$ cat config.mk
export PLATFORM = sky130hd
export DESIGN_NAME = spi_master
export DESIGN_NICKNAME = d
export VERILOG_FILES = /design/src/rtl/spi_master.sv
export SDC_FILE = /design/constraint.sdc
export NUM_CORES = 1
export LEC_CHECK = 0
export CELL_PAD_IN_SITES_DETAIL_PLACEMENT = 1
export CELL_PAD_IN_SITES_GLOBAL_PLACEMENT = 2
export CORE_MARGIN = 5
export CORE_UTILIZATION = 37
export DETAILED_ROUTE_END_ITERATION = 8
export GPL_TIMING_DRIVEN = 0
export PLACE_DENSITY = 0.87
export SETUP_SLACK_MARGIN = 0.1
export SYNTH_ARGS = -nofsm -noshare
export SYNTH_HDL_FRONTEND = slang
export SYNTH_SLANG_ARGS = --single-unit
export TNS_END_PERCENT = 1
$ cat constraint.sdc
create_clock -name i_sys_clk -period 2.5 [get_ports i_sys_clk]
set_input_delay 0.75 -clock i_sys_clk [delete_from_list [all_inputs] [get_ports i_sys_clk]]
set_output_delay 0.75 -clock i_sys_clk [all_outputs]
set_load 0.05 [all_outputs]
$ cat src/rtl/spi_master.sv
// SPI mode-0 bus master: serialises bytes MSb-first on MOSI, samples MISO on SCK rise,
// and frames byte bursts with an active-low chip select with programmable setup/hold/idle.
module spi_master #(
    parameter int CLKS_PER_HALF_BIT = 4,
    parameter int CS_SETUP_CLKS     = 4,
    parameter int CS_HOLD_CLKS      = 4,
    parameter int CS_IDLE_CLKS      = 8
) (
    input  logic       i_sys_clk,
    input  logic       i_rst_b,
    input  logic       i_tx_data_valid,
    input  logic [7:0] i_tx_byte,
    input  logic       i_tx_last,
    output logic       o_tx_ready,
    output logic       o_rx_data_valid,
    output logic [7:0] o_rx_byte,
    output logic       o_busy,
    output logic       o_spi_sck,
    output logic       o_spi_mosi,
    input  logic       i_spi_miso,
    output logic       o_spi_cs_b
);

    localparam logic [2:0] S_IDLE   = 3'd0;
    localparam logic [2:0] S_SETUP  = 3'd1;
    localparam logic [2:0] S_SHIFT  = 3'd2;
    localparam logic [2:0] S_GAP    = 3'd3;
    localparam logic [2:0] S_HOLD   = 3'd4;
    localparam logic [2:0] S_CSIDLE = 3'd5;

    localparam int MAX_WAIT_A = (CS_SETUP_CLKS > CS_HOLD_CLKS) ? CS_SETUP_CLKS : CS_HOLD_CLKS;
    localparam int MAX_WAIT   = (MAX_WAIT_A > CS_IDLE_CLKS) ? MAX_WAIT_A : CS_IDLE_CLKS;
    localparam int WAIT_W     = (MAX_WAIT > 1) ? $clog2(MAX_WAIT) : 1;
    localparam int HALF_W     = $clog2(CLKS_PER_HALF_BIT);

    localparam logic [WAIT_W-1:0] SETUP_LAST = WAIT_W'(CS_SETUP_CLKS - 1);
    localparam logic [WAIT_W-1:0] IDLE_LAST  = WAIT_W'(CS_IDLE_CLKS - 1);
    // The HOLD state is entered one cycle after fall 8, so it waits two cycles fewer.
    localparam logic [WAIT_W-1:0] HOLD_LAST  = (CS_HOLD_CLKS >= 2) ? WAIT_W'(CS_HOLD_CLKS - 2) : '0;
    localparam logic [HALF_W-1:0] HALF_LAST  = HALF_W'(CLKS_PER_HALF_BIT - 1);

    logic [2:0]        r_state;
    logic [WAIT_W-1:0] r_waitCnt;
    logic [HALF_W-1:0] r_halfCnt;
    logic [3:0]        r_edgeCnt;
    logic [6:0]        r_txShift;
    logic [7:0]        r_rxShift;
    logic              r_last;
    logic              r_txReady;
    logic              r_rxValid;
    logic [7:0]        r_rxByte;
    logic              r_busy;
    logic              r_sck;
    logic              r_mosi;
    logic              r_csB;

    always_ff @(posedge i_sys_clk or negedge i_rst_b) begin
        if (!i_rst_b) begin
            r_state   <= S_IDLE;
            r_waitCnt <= '0;
            r_halfCnt <= '0;
            r_edgeCnt <= '0;
            r_txShift <= '0;
            r_rxShift <= '0;
            r_last    <= 1'b0;
            r_txReady <= 1'b0;
            r_rxValid <= 1'b0;
            r_rxByte  <= '0;
            r_busy    <= 1'b0;
            r_sck     <= 1'b0;
            r_mosi    <= 1'b0;
            r_csB     <= 1'b1;
        end else begin
            r_rxValid <= 1'b0;
            case (r_state)
                S_IDLE: begin
                    if (!r_txReady) begin
                        r_txReady <= 1'b1;
                    end else if (i_tx_data_valid) begin
                        r_txReady <= 1'b0;
                        r_csB     <= 1'b0;
                        r_mosi    <= i_tx_byte[7];
                        r_txShift <= i_tx_byte[6:0];
                        r_last    <= i_tx_last;
                        r_waitCnt <= '0;
                        r_busy    <= 1'b1;
                        r_state   <= S_SETUP;
                    end
                end
                S_SETUP: begin
                    if (r_waitCnt == SETUP_LAST) begin
                        r_sck     <= 1'b1;
                        r_rxShift <= {r_rxShift[6:0], i_spi_miso};
                        r_halfCnt <= '0;
                        r_edgeCnt <= '0;
                        r_state   <= S_SHIFT;
                    end else begin
                        r_waitCnt <= r_waitCnt + 1'b1;
                    end
                end
                S_SHIFT: begin
                    // Edge 15 is fall 8; the byte is complete on the cycle after it.
                    if (r_edgeCnt == 4'd15) begin
                        r_rxValid <= 1'b1;
                        r_rxByte  <= r_rxShift;
                        r_waitCnt <= '0;
                        if (!r_last) begin
                            r_txReady <= 1'b1;
                            r_state   <= S_GAP;
                        end else if (CS_HOLD_CLKS == 1) begin
                            r_csB   <= 1'b1;
                            r_state <= S_CSIDLE;
                        end else begin
                            r_state <= S_HOLD;
                        end
                    end else if (r_halfCnt == HALF_LAST) begin
                        r_halfCnt <= '0;
                        r_edgeCnt <= r_edgeCnt + 1'b1;
                        if (r_edgeCnt[0]) begin
                            r_sck     <= 1'b1;
                            r_rxShift <= {r_rxShift[6:0], i_spi_miso};
                        end else begin
                            r_sck <= 1'b0;
                            if (r_edgeCnt != 4'd14) begin
                                r_mosi    <= r_txShift[6];
                                r_txShift <= {r_txShift[5:0], 1'b0};
                            end
                        end
                    end else begin
                        r_halfCnt <= r_halfCnt + 1'b1;
                    end
                end
                S_GAP: begin
                    // Ready low inside GAP means a byte was taken and its first rise is pending.
                    if (!r_txReady) begin
                        if (r_halfCnt == HALF_LAST) begin
                            r_sck     <= 1'b1;
                            r_rxShift <= {r_rxShift[6:0], i_spi_miso};
                            r_halfCnt <= '0;
                            r_edgeCnt <= '0;
                            r_state   <= S_SHIFT;
                        end else begin
                            r_halfCnt <= r_halfCnt + 1'b1;
                        end
                    end else if (i_tx_data_valid) begin
                        r_txReady <= 1'b0;
                        r_mosi    <= i_tx_byte[7];
                        r_txShift <= i_tx_byte[6:0];
                        r_last    <= i_tx_last;
                        r_halfCnt <= '0;
                    end
                end
                S_HOLD: begin
                    if (r_waitCnt == HOLD_LAST) begin
                        r_csB     <= 1'b1;
                        r_waitCnt <= '0;
                        r_state   <= S_CSIDLE;
                    end else begin
                        r_waitCnt <= r_waitCnt + 1'b1;
                    end
                end
                S_CSIDLE: begin
                    if (r_waitCnt == IDLE_LAST) begin
                        r_txReady <= 1'b1;
                        r_busy    <= 1'b0;
                        r_waitCnt <= '0;
                        r_state   <= S_IDLE;
                    end else begin
                        r_waitCnt <= r_waitCnt + 1'b1;
                    end
                end
                default: begin
                    r_state <= S_IDLE;
                    r_busy  <= 1'b0;
                    r_csB   <= 1'b1;
                    r_sck   <= 1'b0;
                end
            endcase
        end
    end

    assign o_tx_ready      = r_txReady;
    assign o_rx_data_valid = r_rxValid;
    assign o_rx_byte       = r_rxByte;
    assign o_busy          = r_busy;
    assign o_spi_sck       = r_sck;
    assign o_spi_mosi      = r_mosi;
    assign o_spi_cs_b      = r_csB;

endmodule

**Word-level counts from Yosys, hierarchy flattened**

Cells that the tools add are included.
Widths: inputs -> output; s select.

- Add/subtract/negate cells: 3
- Multiplexer cells: 74
- Bitwise logic cells: 3
- Reductions and logical operators: 21
- Equal/unequal tests: 29

Operators by type and width:

| operator | count |
|---|---|
| $mux 8 | 6 |
| $mux 3 | 15 |
| $mux 7 | 6 |
| $ne 2x2->1 const B | 15 |
| $mux 1 | 26 |
| $pmux 8 s3 | 1 |
| $mux 4 | 5 |
| $pmux 3 s6 | 1 |
| $reduce_and 4->1 | 4 |
| $pmux 3 s5 | 1 |
| $pmux 7 s2 | 1 |
| $reduce_and 7->1 | 2 |
| $eq 3x2->1 const B | 4 |
| $pmux 4 s3 | 1 |
| $reduce_and 6->1 | 2 |
| $mux 2 | 5 |
| $eq 3x3->1 const B | 3 |
| $pmux 1 s4 | 2 |
| $reduce_and 8->1 | 1 |
| $reduce_or 4->1 | 2 |
| $pmux 1 s3 | 2 |
| $pmux 2 s3 | 1 |
| $reduce_and 5->1 | 1 |
| $reduce_bool 5->1 | 1 |
| other kinds (19) | 22 |

- Register bits: 42
- Logic and storage cells: 144

**Logic depth before layout (Yosys ltp)**

Gate-level depths: netlist of run 1.

- Depth in word-level cells: 6
- Depth in mapped cells: 6

**Least setup slack after synthesis of run 1**

No wires, ideal clock.

- Path type: register to register
- From: register r_txReady (netlist: o_tx_ready)
- To: register r_rxShift[0]
- Period minus slack after synthesis: 1.897 ns
- Slack: 0.603 ns
- Required time: 2.375 ns
- Library setup time: 0.125 ns
- Stages on the path, launching flop included: 6
- Data arrival time: 1.772 ns
- Cell sequence: dfrtp_1 -> buf_8 -> a21bo_1 -> a211oi_4 -> o21ai_4 -> mux2_4

- Longest elaborated chain between the ends: 2

RTL lines:

| what | line | RTL |
|---|---|---|
| start, declared | 49 | `logic r_txReady;` |
| start signal, assigned | 66 | `r_txReady <= 1'b0;` |
| start signal, assigned | 78 | `r_txReady <= 1'b1;` |
| start signal, assigned | 80 | `r_txReady <= 1'b0;` |
| $ne 2x2->1 (no line) | -- |  |
| $reduce_and 7->1 (no line) | -- |  |
| end signal, assigned | 93 | `r_rxShift <= {r_rxShift[6:0], i_spi_miso};` |
| end signal, assigned | 121 | `r_rxShift <= {r_rxShift[6:0], i_spi_miso};` |
| end signal, assigned | 138 | `r_rxShift <= {r_rxShift[6:0], i_spi_miso};` |
| end, declared | 47 | `logic [7:0] r_rxShift;` |

No other way between the ends.
A chain may end at the register's enable or synchronous reset.

**Worst setup path in the final report of run 1**

- From: register r_txReady (netlist: o_tx_ready)
- To: output port o_tx_ready

RTL lines:

| what | line | RTL |
|---|---|---|
| end, declared | 14 | `output logic o_tx_ready,` |

No word-level cell between the ends.

==> results of run 1 <==
## cell type report
type                            instances  area [um2]
Fill cell                             654        3183
Multi-Input combinational cell        141        1157
Sequential cell                        42        1052
Timing Repair Buffer                   27       277.8
Tap cell                               75       93.84
Clock buffer                            6       72.57
Buffer                                  9       58.81
Clock inverter                          2       37.54
Inverter                                6       22.52
## timing repair
action                                  CTS  global route
hold endpoints to repair                  0             0
resized for setup                         0             1
endpoints found under the setup margin    0             1
## placed cells by master, fill, tap and decap left out, types with 2 or more instances in the layout
| master | count |
|---|---|
| dfrtp_1 | 41 |
| clkdlybuf4s50_1 | 24 |
| mux2_2 | 17 |
| nand2_1 | 10 |
| nor2_1 | 8 |
| nor2b_1 | 8 |
| mux2_1 | 8 |
| mux2_4 | 8 |
| ha_1 | 8 |
| o21ai_0 | 7 |
| inv_1 | 6 |
| buf_2 | 6 |
| nand3_1 | 5 |
| nand2b_1 | 5 |
| and3_1 | 5 |
| a21oi_1 | 5 |
| clkbuf_8 | 5 |
| o22ai_1 | 4 |
| nor3_1 | 4 |
| nor3b_1 | 3 |
| buf_4 | 2 |
| a21o_1 | 2 |
| nand3b_1 | 2 |
| a31oi_1 | 2 |
| or3_1 | 2 |
| clkbuf_1 | 2 |
| a211oi_1 | 2 |
| a211o_1 | 2 |
## kinds of logic (layout without fill, tap and decap cells)
| logic type | after synthesis | after routing | synth area share [%] |
|---|---|---|---|
| AND/OR/NAND/NOR | 59 | 59 | 14.96 |
| flip-flops | 42 | 42 | 45.93 |
| AO/OA/AOI/OAI | 39 | 39 | 12.83 |
| multiplexers | 34 | 34 | 17.97 |
| buffers and inverters | 15 | 50 | 3.549 |
| adder cells (fa/ha/maj) | 8 | 8 | 4.369 |
| XOR/XNOR | 1 | 1 | 0.3824 |
## worst max-delay path by stage
stage / to / depth (start not counted) / from
3_5_place_dp: r_halfCnt[1]$_DFFE_PN0P_ / 5 / i_tx_data_valid
3_3_place_gp: o_rx_data_valid$_DFF_PN0_ / 1 / i_rst_b
2_1_floorplan: r_rxShift[0]$_DFFE_PN0P_ / 5 / o_tx_ready$_DFFE_PN0P_
4_1_cts: o_spi_cs_b / 1 / o_spi_cs_b$_DFFE_PN1P_
6_report: o_tx_ready / 1 / o_tx_ready$_DFFE_PN0P_
5_1_grt: o_tx_ready / 1 / o_tx_ready$_DFFE_PN0P_
## stage by stage
step / area [um2] / std cells / hold WS, ns
global route: 2773 / 308 / 0.3676
finish: 2773 / 308 / 0.3400
floorplan: 2291 / 198 / 0.4544
CTS: 2770 / 308 / 0.3523
global placement: 2645 / 299 / 0.4828
detailed placement: 2660 / 300 / 0.4939
## synthesized netlist by cell type (3+ instances only)
cell,n
ha_1,8
mux2_1,8
a21oi_1,5
dfrtp_1,41
nor2_1,8
o21ai_0,7
nor3_1,4
mux2_2,17
nand2_1,10
buf_2,5
inv_1,6
nand3_1,5
nor3b_1,3
and3_1,5
nor2b_1,8
nand2b_1,5
mux2_4,8
o22ai_1,4
## routing by layer
layer	track usage (%)	part of all wire (%)	wire length, um	vias to the layer above
met1	17.79	45	2330	805
met4	4.670	1.5	76	0
li1	-	-	-	788
met2	25.30	51	2679	20
met5	0	0	0	-
met3	2.235	2.4	124	7
## report_power, final
group | switching, mW | internal (mW) | total [mW]
Combinational | 0.0181 | 0.0264 | 0.0446
Sequential | 0.00537 | 0.684 | 0.690
Clock | 0.247 | 0.298 | 0.545
## sequential cells by signal, indices dropped and copies added, names as in the netlist
name,cells
o_busy,1
o_rx_byte,8
o_rx_data_valid,1
o_spi_cs_b,1
o_spi_mosi,1
o_spi_sck,1
o_tx_ready,1
r_edgeCnt,4
r_halfCnt,2
r_last,1
r_rxShift,8
r_state,3
r_txShift,7
r_waitCnt,3
## worst reg2reg max path, cell delays in order, from the launching register on
cell and delay [ns]:
dfrtp_1 0.45, ha_1 0.28, and3_1 0.30, nor3_1 0.11
o21ai_4 0.38, mux2_4 0.35
==> impl_metrics.py, run 1 <==
metrics = {
    "yosys": {
        "synth_top_area_share_pct": 44.78,
        "synth.area.top_cells": "dfrtp_1 (45%), mux2_2 (8.4%), mux2_4 (5.2%), ha_1 (4.4%), mux2_1 (3.9%)",
        "synth.cell_area_um2": 2291,
        "synth_top_cell_by_area": "dfrtp_1",
        "synth_cells": 198,
        "yosys_warnings": 0,
        "synth.net_count": 219,
        "synth_ff_type": "dfrtp_1",
        "synth_area_per_cell_um2": 11.57,
        "seq_area_frac_synth_pct": 45.93,
        "ys_seq_elements": 42,
        "synth_edf_count": 0,
        "async_reset_ff_share_pct": 100.0,
        "synth.distinct_cells": 52,
    },
    "global_route": {
        "grt_pass1_wl_um": 8680,
        "overflow": 0,
        "grt_usage_pct": 14.33,
        "grt_max_degree": 31,
        "first_global_vias": 1822,
        "grt_antenna_before_repair": 0,
    },
    "clock_network": {
        "cts_setup_buffers": 0,
        "cts_root_buffer": "clkbuf_8",
        "cts_buffers": 5,
        "cts.sinks": 42,
        "clk_path_buf_depth": 2,
        "clock_latency_ns": 0.30,
        "hold_buffers": 0,
        "cts_max_level": 2,
        "clk_pin_slew_ns": 0.09,
        "cts_tree": "yes",
    },
    "floorplanning": {
        "rows": 28,
        "die_w_um": 88.69,
        "io_pins": 27,
        "initial_core_util_pct": 38.47,
        "die_h_um": 88.69,
        "coreArea_um2": 5956,
        "die_area_um2": 7865,
    },
    "worst_hold_path": {
        "hold_path_class": "input pin to async pin",
    },
    "power": {
        "p_per_area_nw_per_um2": 461.5,
        "p_total_mw": 1.280,
        "peakVddDrop_mv": 0.2349,
        "p_leak_nw": 1.286,
    },
    "drt": {
        "drt_iter0_drc": 74,
        "final_antenna_net_count": 0,
        "vias": 1620,
        "vias_per_cell": 5.260,
        "drcViolationCount": 0,
        "first_pass_iters": 4,
        "routed_wl_um": 5211,
        "post_drt_wl_per_cell_um": 16.92,
    },
    "status": {
        "status": "finished clean",
    },
    "timing": {
        "fin_crit_ns": 2.264,
        "hold_viol_final": 0,
        "fin_worst_skew_ns": 0.007642,
        "slew_headroom_pct": 55.43,
        "maxSlewViolCount": 0,
        "worst_slew_pin_slew_ns": 0.6672,
        "fmax_mhz": 441.7,
        "period_share_pct": 90.57,
        "rsz0062_at_grt": "false",
        "setup_slack_ns": 0.2359,
        "finalSetupViolCount": 0,
        "tns_ns": 0,
    },
    "final_layout": {
        "diodes": 0,
        "syn_to_final_growth_pct": 21.03,
        "drive_above_1_share_pct": 21.89,
        "final_nets": 253,
        "final_core_util_pct": 46.55,
    },
    "place": {
        "io_buffers": 26,
        "dp_hpwl_um": 3887,
        "pre_cts_ws_ns": 0.1184,
        "gp_congestion": 0.7888,
    },
    "setup_path": {
        "r2r_setup_slack_ns": 0.52,
        "crit_slowest_cell": "clkdlybuf4s50_1",
        "path_buf_inv": 1,
        "arrival_ns": 1.51,
        "cp-start-kind": "flop",
        "r2r_start": "r_edgeCnt[0]$_DFFE_PN0P_",
        "crit_type": "flop to primary output",
        "critPathCaptureType": "primary output",
        "path_delay_family": "buffers and inverters",
        "crit-reg2reg-capture": "r_rxShift[3]$_DFFE_PN0P_",
        "cp_slowest_stage_delay_ns": 0.83,
        "reg2reg_depth": 5,
        "crit_chain": "clkdlybuf4s50_1",
        "crit_fanout": 2,
        "cp.required_ns": 1.75,
    },
    "flow_run": {
        "drv_cap": 0,
    },
}
(Power assumes the default switching activity.)
==> run 2, diff against run 1 <==
--- a/config.mk
+++ b/config.mk
@@ -9,6 +9,7 @@
 export CELL_PAD_IN_SITES_GLOBAL_PLACEMENT = 2
 export CORE_MARGIN = 5
 export CORE_UTILIZATION = 37
+export CTS_BUF_LIST = sky130_fd_sc_hd__clkbuf_16
 export DETAILED_ROUTE_END_ITERATION = 8
 export GPL_TIMING_DRIVEN = 0
 export PLACE_DENSITY = 0.87
==> impl_metrics.py, run 2 (synthesis gave the netlist of run 1 again) <==
metrics = {
    "clock_network": {
        "clk_pin_slew_ns": 0.06,
        "cts_resized": 0,
        "cts_setup_buffers": 0,
        "cts_root_buffer": "clkbuf_16",
        "cts_buffers": 5,
        "clock_latency_ns": 0.28,
        "clk_path_buf_depth": 2,
        "cts.sinks": 42,
        "hold_buffers": 0,
        "cts_max_level": 2,
        "cts_tree": "yes",
    },
    "power": {
        "internal-power_mw": 1.180,
        "p_clk_share_pct": 50.1,
        "p_total_mw": 1.474,
        "switchingPower_uw": 294.3,
        "seqPwrFrac_pct": 46.9,
        "p_leak_nw": 1.297,
        "switching_share_pct": 19.97,
        "combinationalPowerShare_pct": 3.0,
        "peakVddDrop_mv": 0.2266,
        "p_per_area_nw_per_um2": 521.5,
    },
    "floorplanning": {
        "rows": 28,
        "coreArea_um2": 5956,
        "die_area_um2": 7865,
        "io_pins": 27,
        "initial_core_util_pct": 38.47,
        "die_w_um": 88.69,
        "die_h_um": 88.69,
    },
    "setup_path": {
        "path_delay_family": "buffers and inverters",
        "critPathCaptureType": "primary output",
        "cp-start-kind": "flop",
        "cp_slowest_stage_delay_ns": 0.80,
        "crit_fanout": 3,
        "crit_chain": "clkdlybuf4s50_1",
        "crit_slowest_cell": "clkdlybuf4s50_1",
        "path_buf_inv": 1,
        "crit_type": "flop to primary output",
        "cp.required_ns": 1.75,
        "arrival_ns": 1.62,
    },
    "final_layout": {
        "syn_to_final_growth_pct": 23.38,
        "final_common_cell": "dfrtp_1",
        "final_nets": 253,
        "design_area_um2": 2826,
        "multiInputGateArea_um2": 1157,
        "drive_above_1_share_pct": 21.89,
        "mostFrequentLayoutCells": "dfrtp_1 (41), clkdlybuf4s50_1 (25), mux2_2 (17)",
        "fillers": 643,
        "ff_latch_area_um2": 1052,
        "diodes": 0,
    },
    "place": {
        "pre_cts_ws_ns": 0.1184,
        "io_buffers": 26,
        "gp_congestion": 0.7888,
        "dp_hpwl_um": 3887,
        "placed_cell_area_um2": 2660,
    },
    "drt": {
        "wl_met3_um": 152,
        "first_pass_iters": 4,
        "final_antenna_net_count": 0,
        "vias": 1645,
        "drt_iter0_drc": 70,
        "met1_length_um": 2330,
        "highest_layer": "met4",
        "wl_met2_um": 2681,
        "post_drt_wl_per_cell_um": 17.07,
        "vias_per_cell": 5.341,
        "routed_wl_um": 5259,
        "drcViolationCount": 0,
    },
    "timing": {
        "fin_crit_ns": 2.368,
        "fin_worst_skew_ns": 0.004616,
        "period_share_pct": 94.73,
        "hold_viol_final": 0,
        "maxSlewViolCount": 0,
        "worst_slew_pin_slew_ns": 0.6479,
        "tns_ns": 0,
        "slew_headroom_pct": 56.71,
        "rsz0062_at_grt": "false",
        "fmax_mhz": 422.3,
        "finalSetupViolCount": 0,
        "setup_slack_ns": 0.1317,
    },
    "worst_hold_path": {
        "hold_path_class": "input pin to async pin",
    },
    "global_route": {
        "grt_pass1_wl_um": 8811,
        "grt_antenna_before_repair": 0,
        "first_global_vias": 1831,
        "overflow": 0,
        "grt_max_degree": 31,
        "grt_usage_pct": 14.53,
    },
    "flow_run": {
        "drv_cap": 0,
    },
    "status": {
        "status": "finished clean",
    },
}
[run 2: changes by cell type in the layout (fill, tap and decap cells not counted)]
cell / delta
clkbuf_16: +5
clkdlybuf4s50_1: +1
clkbuf_8: -5
dlymetal6s2s_1: -1
inv_1: +1
clkbuf_1: -1
[run 2: final timing paths]
| path | end | cells past startpoint | slack, ns | start |
|---|---|---|---|---|
| worst min-delay path | o_busy$_DFFE_PN0P_ | 1 | 0.36 | i_rst_b |
| min in group i_sys_clk | r_halfCnt[1]$_DFFE_PN0P_ | 1 | 0.50 | r_halfCnt[1]$_DFFE_PN0P_ |
| worst min register to register | r_halfCnt[1]$_DFFE_PN0P_ | 1 | 0.50 | r_halfCnt[1]$_DFFE_PN0P_ |
| max in group asynchronous | o_tx_ready$_DFFE_PN0P_ | 2 | 1.67 | i_rst_b |
| worst max-delay path | o_spi_cs_b | 1 | 0.13 | o_spi_cs_b$_DFFE_PN1P_ |
| worst max register to register | r_rxShift[5]$_DFFE_PN0P_ | 5 | 0.53 | r_halfCnt[0]$_DFFE_PN0P_ |
[run 2: final cells by class]
type | instances | share of cell area, %
flip-flops and latches | 42 | 37.23
well taps | 75 | 3.320
plain buffers | 9 | 2.081
multi-input cells | 141 | 40.95
clock buffers | 5 | 4.427
clock inverters | 3 | 1.461
inverters | 6 | 0.7968
repair buffers | 27 | 9.739
[run 2: stage by stage]
stage	hold WS (ns)	util, %	instances
finish	0.3614	47.46	308
global route	0.3900	47.46	308
CTS	0.3744	47.46	308
detailed placement	0.4939	44.66	300
global placement	0.4828	44.41	299
floorplan	0.4544	-	198
[run 2: power groups by stage]
| stage | combinational, mW | sequential, mW | clock [mW] |
|---|---|---|---|
| 3_3_place_gp | 0.0419 | 0.703 | 0 |
| 2_1_floorplan | 0.00881 | 0.701 | 0 |
| 6_report | 0.0448 | 0.691 | 0.738 |
| 4_1_cts | 0.0466 | 0.691 | 0.754 |
| 5_1_grt | 0.0499 | 0.691 | 0.783 |
| 3_5_place_dp | 0.0461 | 0.703 | 0 |
[run 2: routing by layer]
metal	GRT usage, %	up-vias
li1	-	791
met5	0	-
met1	17.80	817
met2	25.64	27
met4	5.220	0
met3	2.328	10
==> run 3, diff against run 2 <==
--- a/config.mk
+++ b/config.mk
@@ -12,6 +12,7 @@
 export CTS_BUF_LIST = sky130_fd_sc_hd__clkbuf_16
 export DETAILED_ROUTE_END_ITERATION = 8
 export GPL_TIMING_DRIVEN = 0
+export HOLD_SLACK_MARGIN = 0.03
 export PLACE_DENSITY = 0.87
 export SETUP_SLACK_MARGIN = 0.1
 export SYNTH_ARGS = -nofsm -noshare
==> results of run 3 <==
No change in the layout: final DEF, timing and power equal those of run 2.
